### config.mk
export PLATFORM = sky130hd
export DESIGN_NAME = settings_bus_initiator
export DESIGN_NICKNAME = d
export VERILOG_FILES = /design/src/rtl/settings_bus_initiator.sv
export SDC_FILE = /design/constraint.sdc
export NUM_CORES = 1
export LEC_CHECK = 0
export ABC_AREA = 0
export BUFFER_PORTS_ARGS = -buffer_cell sky130_fd_sc_hd__clkbuf_2
export CAP_MARGIN = 20
export CORE_MARGIN = 10
export CORE_UTILIZATION = 55
export CTS_CLUSTER_SIZE = 8
export DETAILED_ROUTE_END_ITERATION = 6
export GPL_TIMING_DRIVEN = 0
export PLACE_DENSITY_LB_ADDON = 0.15
export RECOVER_POWER = 100
export SLEW_MARGIN = 20
export SYNTH_ARGS = -nofsm -noshare
export SYNTH_HDL_FRONTEND = slang
export SYNTH_SLANG_ARGS = --single-unit
### constraint.sdc
create_clock -name clk -period 4.3 [get_ports clk]
set_clock_uncertainty 0.2 [all_clocks]
set_input_delay 0.86 -clock clk [delete_from_list [all_inputs] [get_ports clk]]
set_output_delay 0.86 -clock clk [all_outputs]
set_load 0.01 [all_outputs]
### src/rtl/settings_bus_initiator.sv
// Settings-bus initiator: turns 64-bit command beats into settings-bus writes and
// readback-select/sample sequences, returning one 64-bit response per command.
module settings_bus_initiator #(
    parameter int unsigned AWIDTH      = 8,
    parameter int unsigned RB_SEL_ADDR = 0,
    parameter int unsigned RB_DELAY    = 2
) (
    input  logic              clk,
    input  logic              rst,
    input  logic [63:0]       cmd_tdata,
    input  logic              cmd_tlast,
    input  logic              cmd_tvalid,
    output logic              cmd_tready,
    output logic [63:0]       resp_tdata,
    output logic              resp_tlast,
    output logic              resp_tvalid,
    input  logic              resp_tready,
    output logic              set_stb,
    output logic [AWIDTH-1:0] set_addr,
    output logic [31:0]       set_data,
    input  logic [31:0]       rb_data,
    output logic              busy
);

    typedef enum logic [2:0] {IDLE, WR, RBSEL, RBWAIT, RESP} state_t;
    typedef enum logic [1:0] {OP_WRITE, OP_READ, OP_WRITE_READ, OP_ILLEGAL} op_t;

    localparam logic [AWIDTH-1:0] RB_SEL = AWIDTH'(RB_SEL_ADDR);
    localparam logic [3:0]        RB_CNT = 4'(RB_DELAY);

    state_t            state;
    op_t               op_q;
    logic [7:0]        seq_q;
    logic [AWIDTH-1:0] addr_q;
    logic [31:0]       data_q;
    logic [3:0]        wait_cnt;

    op_t               cmd_op;
    logic [7:0]        cmd_seq;
    logic [AWIDTH-1:0] cmd_addr;
    logic [31:0]       cmd_data;
    logic              unused_cmd;

    assign cmd_op   = op_t'(cmd_tdata[63:62]);
    assign cmd_seq  = cmd_tdata[47:40];
    assign cmd_addr = cmd_tdata[AWIDTH+31:32];
    assign cmd_data = cmd_tdata[31:0];
    // Bits outside the op/seq/addr/data fields carry no meaning.
    assign unused_cmd = ^cmd_tdata;

    function automatic logic [31:0] resp_hdr(input op_t op, input logic [7:0] seq,
                                             input logic [AWIDTH-1:0] addr);
        return {op, op == OP_ILLEGAL, 13'd0, seq, 8'(addr)};
    endfunction

    always_ff @(posedge clk) begin
        if (rst) begin
            state       <= IDLE;
            cmd_tready  <= 1'b0;
            resp_tvalid <= 1'b0;
            resp_tdata  <= '0;
            resp_tlast  <= 1'b0;
            set_stb     <= 1'b0;
            set_addr    <= '0;
            set_data    <= '0;
            busy        <= 1'b0;
            wait_cnt    <= '0;
            op_q        <= OP_WRITE;
            seq_q       <= '0;
            addr_q      <= '0;
            data_q      <= '0;
        end else begin
            set_stb <= 1'b0;
            case (state)
                IDLE: begin
                    if (cmd_tvalid && cmd_tready) begin
                        op_q       <= cmd_op;
                        seq_q      <= cmd_seq;
                        addr_q     <= cmd_addr;
                        data_q     <= cmd_data;
                        resp_tlast <= cmd_tlast;
                        cmd_tready <= 1'b0;
                        busy       <= 1'b1;
                        case (cmd_op)
                            OP_WRITE, OP_WRITE_READ: begin
                                state    <= WR;
                                set_stb  <= 1'b1;
                                set_addr <= cmd_addr;
                                set_data <= cmd_data;
                            end
                            OP_READ: begin
                                state    <= RBSEL;
                                set_stb  <= 1'b1;
                                set_addr <= RB_SEL;
                                set_data <= 32'(cmd_addr);
                            end
                            default: begin
                                state       <= RESP;
                                resp_tvalid <= 1'b1;
                                resp_tdata  <= {resp_hdr(cmd_op, cmd_seq, cmd_addr), 32'hDEADBEEF};
                            end
                        endcase
                    end else begin
                        cmd_tready <= 1'b1;
                    end
                end
                WR: begin
                    if (op_q == OP_WRITE_READ) begin
                        state    <= RBSEL;
                        set_stb  <= 1'b1;
                        set_addr <= RB_SEL;
                        set_data <= 32'(addr_q);
                    end else begin
                        state       <= RESP;
                        resp_tvalid <= 1'b1;
                        resp_tdata  <= {resp_hdr(op_q, seq_q, addr_q), data_q};
                    end
                end
                RBSEL: begin
                    state    <= RBWAIT;
                    wait_cnt <= RB_CNT;
                end
                RBWAIT: begin
                    if (wait_cnt == 4'd1) begin
                        wait_cnt    <= '0;
                        state       <= RESP;
                        resp_tvalid <= 1'b1;
                        resp_tdata  <= {resp_hdr(op_q, seq_q, addr_q), rb_data};
                    end else begin
                        wait_cnt <= wait_cnt - 4'd1;
                    end
                end
                RESP: begin
                    // Ready rises the cycle after the handshake, never during it.
                    if (resp_tready) begin
                        resp_tvalid <= 1'b0;
                        state       <= IDLE;
                        busy        <= 1'b0;
                        cmd_tready  <= 1'b1;
                    end
                end
                default: state <= IDLE;
            endcase
        end
    end

endmodule
==> impl_metrics.py <==
metrics = {
    "run_status": {
        "status": "complete, no violations",
    },
    "cts": {
        "cts-buffers-inserted": 17,
        "clkSinkCount": 153,
        "post_cts_buffers": 0,
        "clock_latency_ns": 0.43,
        "cts_tree": "built",
        "htree_levels": 4,
        "cts_buffer_depth": 2,
        "clockRootBuffer": "clkbuf_16",
        "holdBufCountCts": 0,
        "path_clk_slew_ns": 0.06,
        "cts_resized": 0,
    },
    "power_and_ir_drop": {
        "vdd_drop_max_uv": 252.1,
        "leakagePower_nw": 3.131,
        "powerDensity_mw_per_mm2": 423.8,
        "power_mw": 3.395,
    },
    "worst_setup_path": {
        "reg2reg_depth": 5,
        "r2r_slack_ns": 0.97,
        "endpoint_kind": "flop",
        "required_ns": 4.43,
        "cp_max_fo": 10,
        "arrival_ns": 3.46,
        "r2r-end": "resp_tdata[20]",
        "start_kind": "flop",
        "startpoint": "state[0]",
        "endpoint": "resp_tdata[20]",
        "reg2reg_from": "state[0]",
        "path_class": "flop to flop",
    },
    "cells_and_area": {
        "final_nets": 1044,
        "area_growth_pct": 21.78,
        "layout-drive-gt1-share": 0.1794,
        "layout_common_cells": "153 x dfxtp_1, 151 x clkbuf_1, 149 x nand2_1",
        "diodes": 0,
        "final_common_cell": "dfxtp_1",
    },
    "global_route": {
        "grt_pass1_vias": 6404,
        "grt_usage": 0.2540,
        "antenna_found_initial": 0,
        "grt_overflow": 0,
        "grt_max_degree": 17,
        "grt_pass1_wl_mm": 33.58,
    },
    "timing": {
        "fmax_mhz": 300.3,
        "setup_viol": 0,
        "fin_tns_setup_ns": 0,
        "fin_hold_ws_ns": 0.2580,
        "finalCriticalPeriod_ns": 3.330,
        "max_slew_margin": 0.04448,
        "rsz0062_at_grt": "false",
        "drv_slew": 0,
        "worstMarginPinSlew_ns": 1.433,
        "fin_crit_sh": 0.7744,
        "finalHoldViolCount": 0,
    },
    "yosys": {
        "synth_edf_count": 0,
        "yosysSeqAreaShare": 0.4656,
        "synth_cell_types": 42,
        "netlist_area_sq_mm": 0.006579,
        "ys_warn_count": 0,
        "synth_seq_cells": 153,
        "synthCells": 729,
        "synth_flop_cell": "dfxtp_1",
        "ys_async_sr_fraction": 0,
        "syn_avg_cell_area_sq_um": 9.024,
    },
    "min_path": {
        "whs_path_depth": 2,
        "hold_path_class": "flop to flop",
    },
    "floorplanning": {
        "core-area_sq_mm": 0.01156,
        "design.die.area_sq_mm": 0.01674,
        "die_h_microns": 129.4,
        "initial_core_util": 0.5689,
        "ios": 210,
        "die_w_microns": 129.4,
        "fp-row-count": 39,
    },
    "route": {
        "viasPerCell": 5.804,
        "vias": 6361,
        "drc": 0,
        "wl_mm": 21.77,
        "dr.first_iter.drc_count": 530,
        "postRouteAntennaNets": 0,
        "drtPass1Iterations": 5,
        "wl_per_cell_microns": 19.86,
    },
    "placed_design": {
        "hpwl_mm": 16.69,
        "numPortBuffers": 181,
        "gp_congestion": 0.9047,
    },
    "run": {
        "maxCapViolCount": 0,
    },
}
[per-stage QoR]
stage                     cells  setup slack (ns)  utilization  cell area, sq um
final                      1096            0.9702       0.6927              8011
after global routing       1096            0.8598       0.6927              8011
after CTS                  1096             1.706       0.7112              8225
after detailed placement   1065             1.289       0.6666              7709
after global placement     1065             1.283       0.6666              7709
after floorplan             741             2.079            -              6624
[critical path, cell delays in order (launching register included)]
cell	delay (ns)
dfxtp_1	0.32
clkbuf_1	0.33
nor2_1	0.19
a221oi_1	1.20
nand2_1	0.57
a31o_2	0.41
[how the worst min path moves through the flow]
stage | start | to | slack, ns
3_3_place_gp | seq_q[7] | seq_q[7] | 0.24
5_1_grt | data_q[26] | data_q[26] | 0.28
2_1_floorplan | data_q[0] | data_q[0] | 0.24
4_1_cts | data_q[28] | data_q[28] | 0.26
3_5_place_dp | data_q[28] | data_q[28] | 0.25
6_report | data_q[10] | data_q[10] | 0.26
[Yosys cell counts (all sizes together) (2+ instances only)]
| library cell | instances | area, sq um |
|---|---|---|
| nand2 | 149 | 559.3 |
| nor2 | 18 | 77.58 |
| o22ai | 2 | 26.28 |
| a31o | 40 | 350.3 |
| a311oi | 45 | 525.5 |
| nand2b | 4 | 25.02 |
| o22a | 2 | 17.52 |
| clkbuf | 42 | 157.7 |
| a211o | 8 | 70.07 |
| nor2b | 3 | 18.77 |
| a21oi | 112 | 560.5 |
| mux2i | 40 | 400.4 |
| nand3b | 2 | 15.01 |
| dfxtp | 153 | 3063 |
| inv | 5 | 18.77 |
| buf | 40 | 256.5 |
| nor4 | 8 | 50.05 |
| nand3 | 3 | 15.01 |
| ha | 2 | 25.02 |
| nor3 | 3 | 15.01 |
| or3 | 2 | 12.51 |
| and3 | 33 | 206.5 |
[sequential cells by signal, summed over array words and instances, names as in the netlist, 2 cells and up]
name / flops
addr_q: 8
data_q: 32
op_q: 2
resp_tdata: 51
seq_q: 8
set_addr: 8
set_data: 32
state: 3
wait_cnt: 4
[kinds of logic (layout without fill, tap and decap cells)]
logic type	after synthesis	in the layout	share of synthesized area
simple gates	229	229	0.1575
compound gates	215	215	0.2440
flops	153	153	0.4656
buf+inv	88	300	0.06638
mux	40	40	0.06086
fa+ha+maj	2	2	0.003803
other cells	1	13	0.0005700
xor+xnor	1	1	0.001332
[final cells by class]
cell class | instances | area, sq um
buffer | 82 | 387.9
clock buffer | 23 | 467.9
clock inverter | 8 | 48.80
fill | 1052 | 3553
inverter | 6 | 22.52
multi-input combinational | 500 | 3057
sequential | 153 | 3063
tap | 143 | 178.9
timing repair buffer | 181 | 785.8
[power by group]
group	internal (mW)	total, mW	switching (mW)
clock network	0.759	1.34	0.578
logic	0.179	0.502	0.323
registers	1.50	1.56	0.0518
[routing by layer]
layer  share of wire  vias up  global-route usage
li1                -     3012                   -
met3           0.098       28             0.07749
met5               0        -                   0
met2            0.46      270              0.4058
met4           0.016        0             0.08428
met1            0.42     3051              0.3208
No activity file was read; power rests on OpenSTA's default activity.
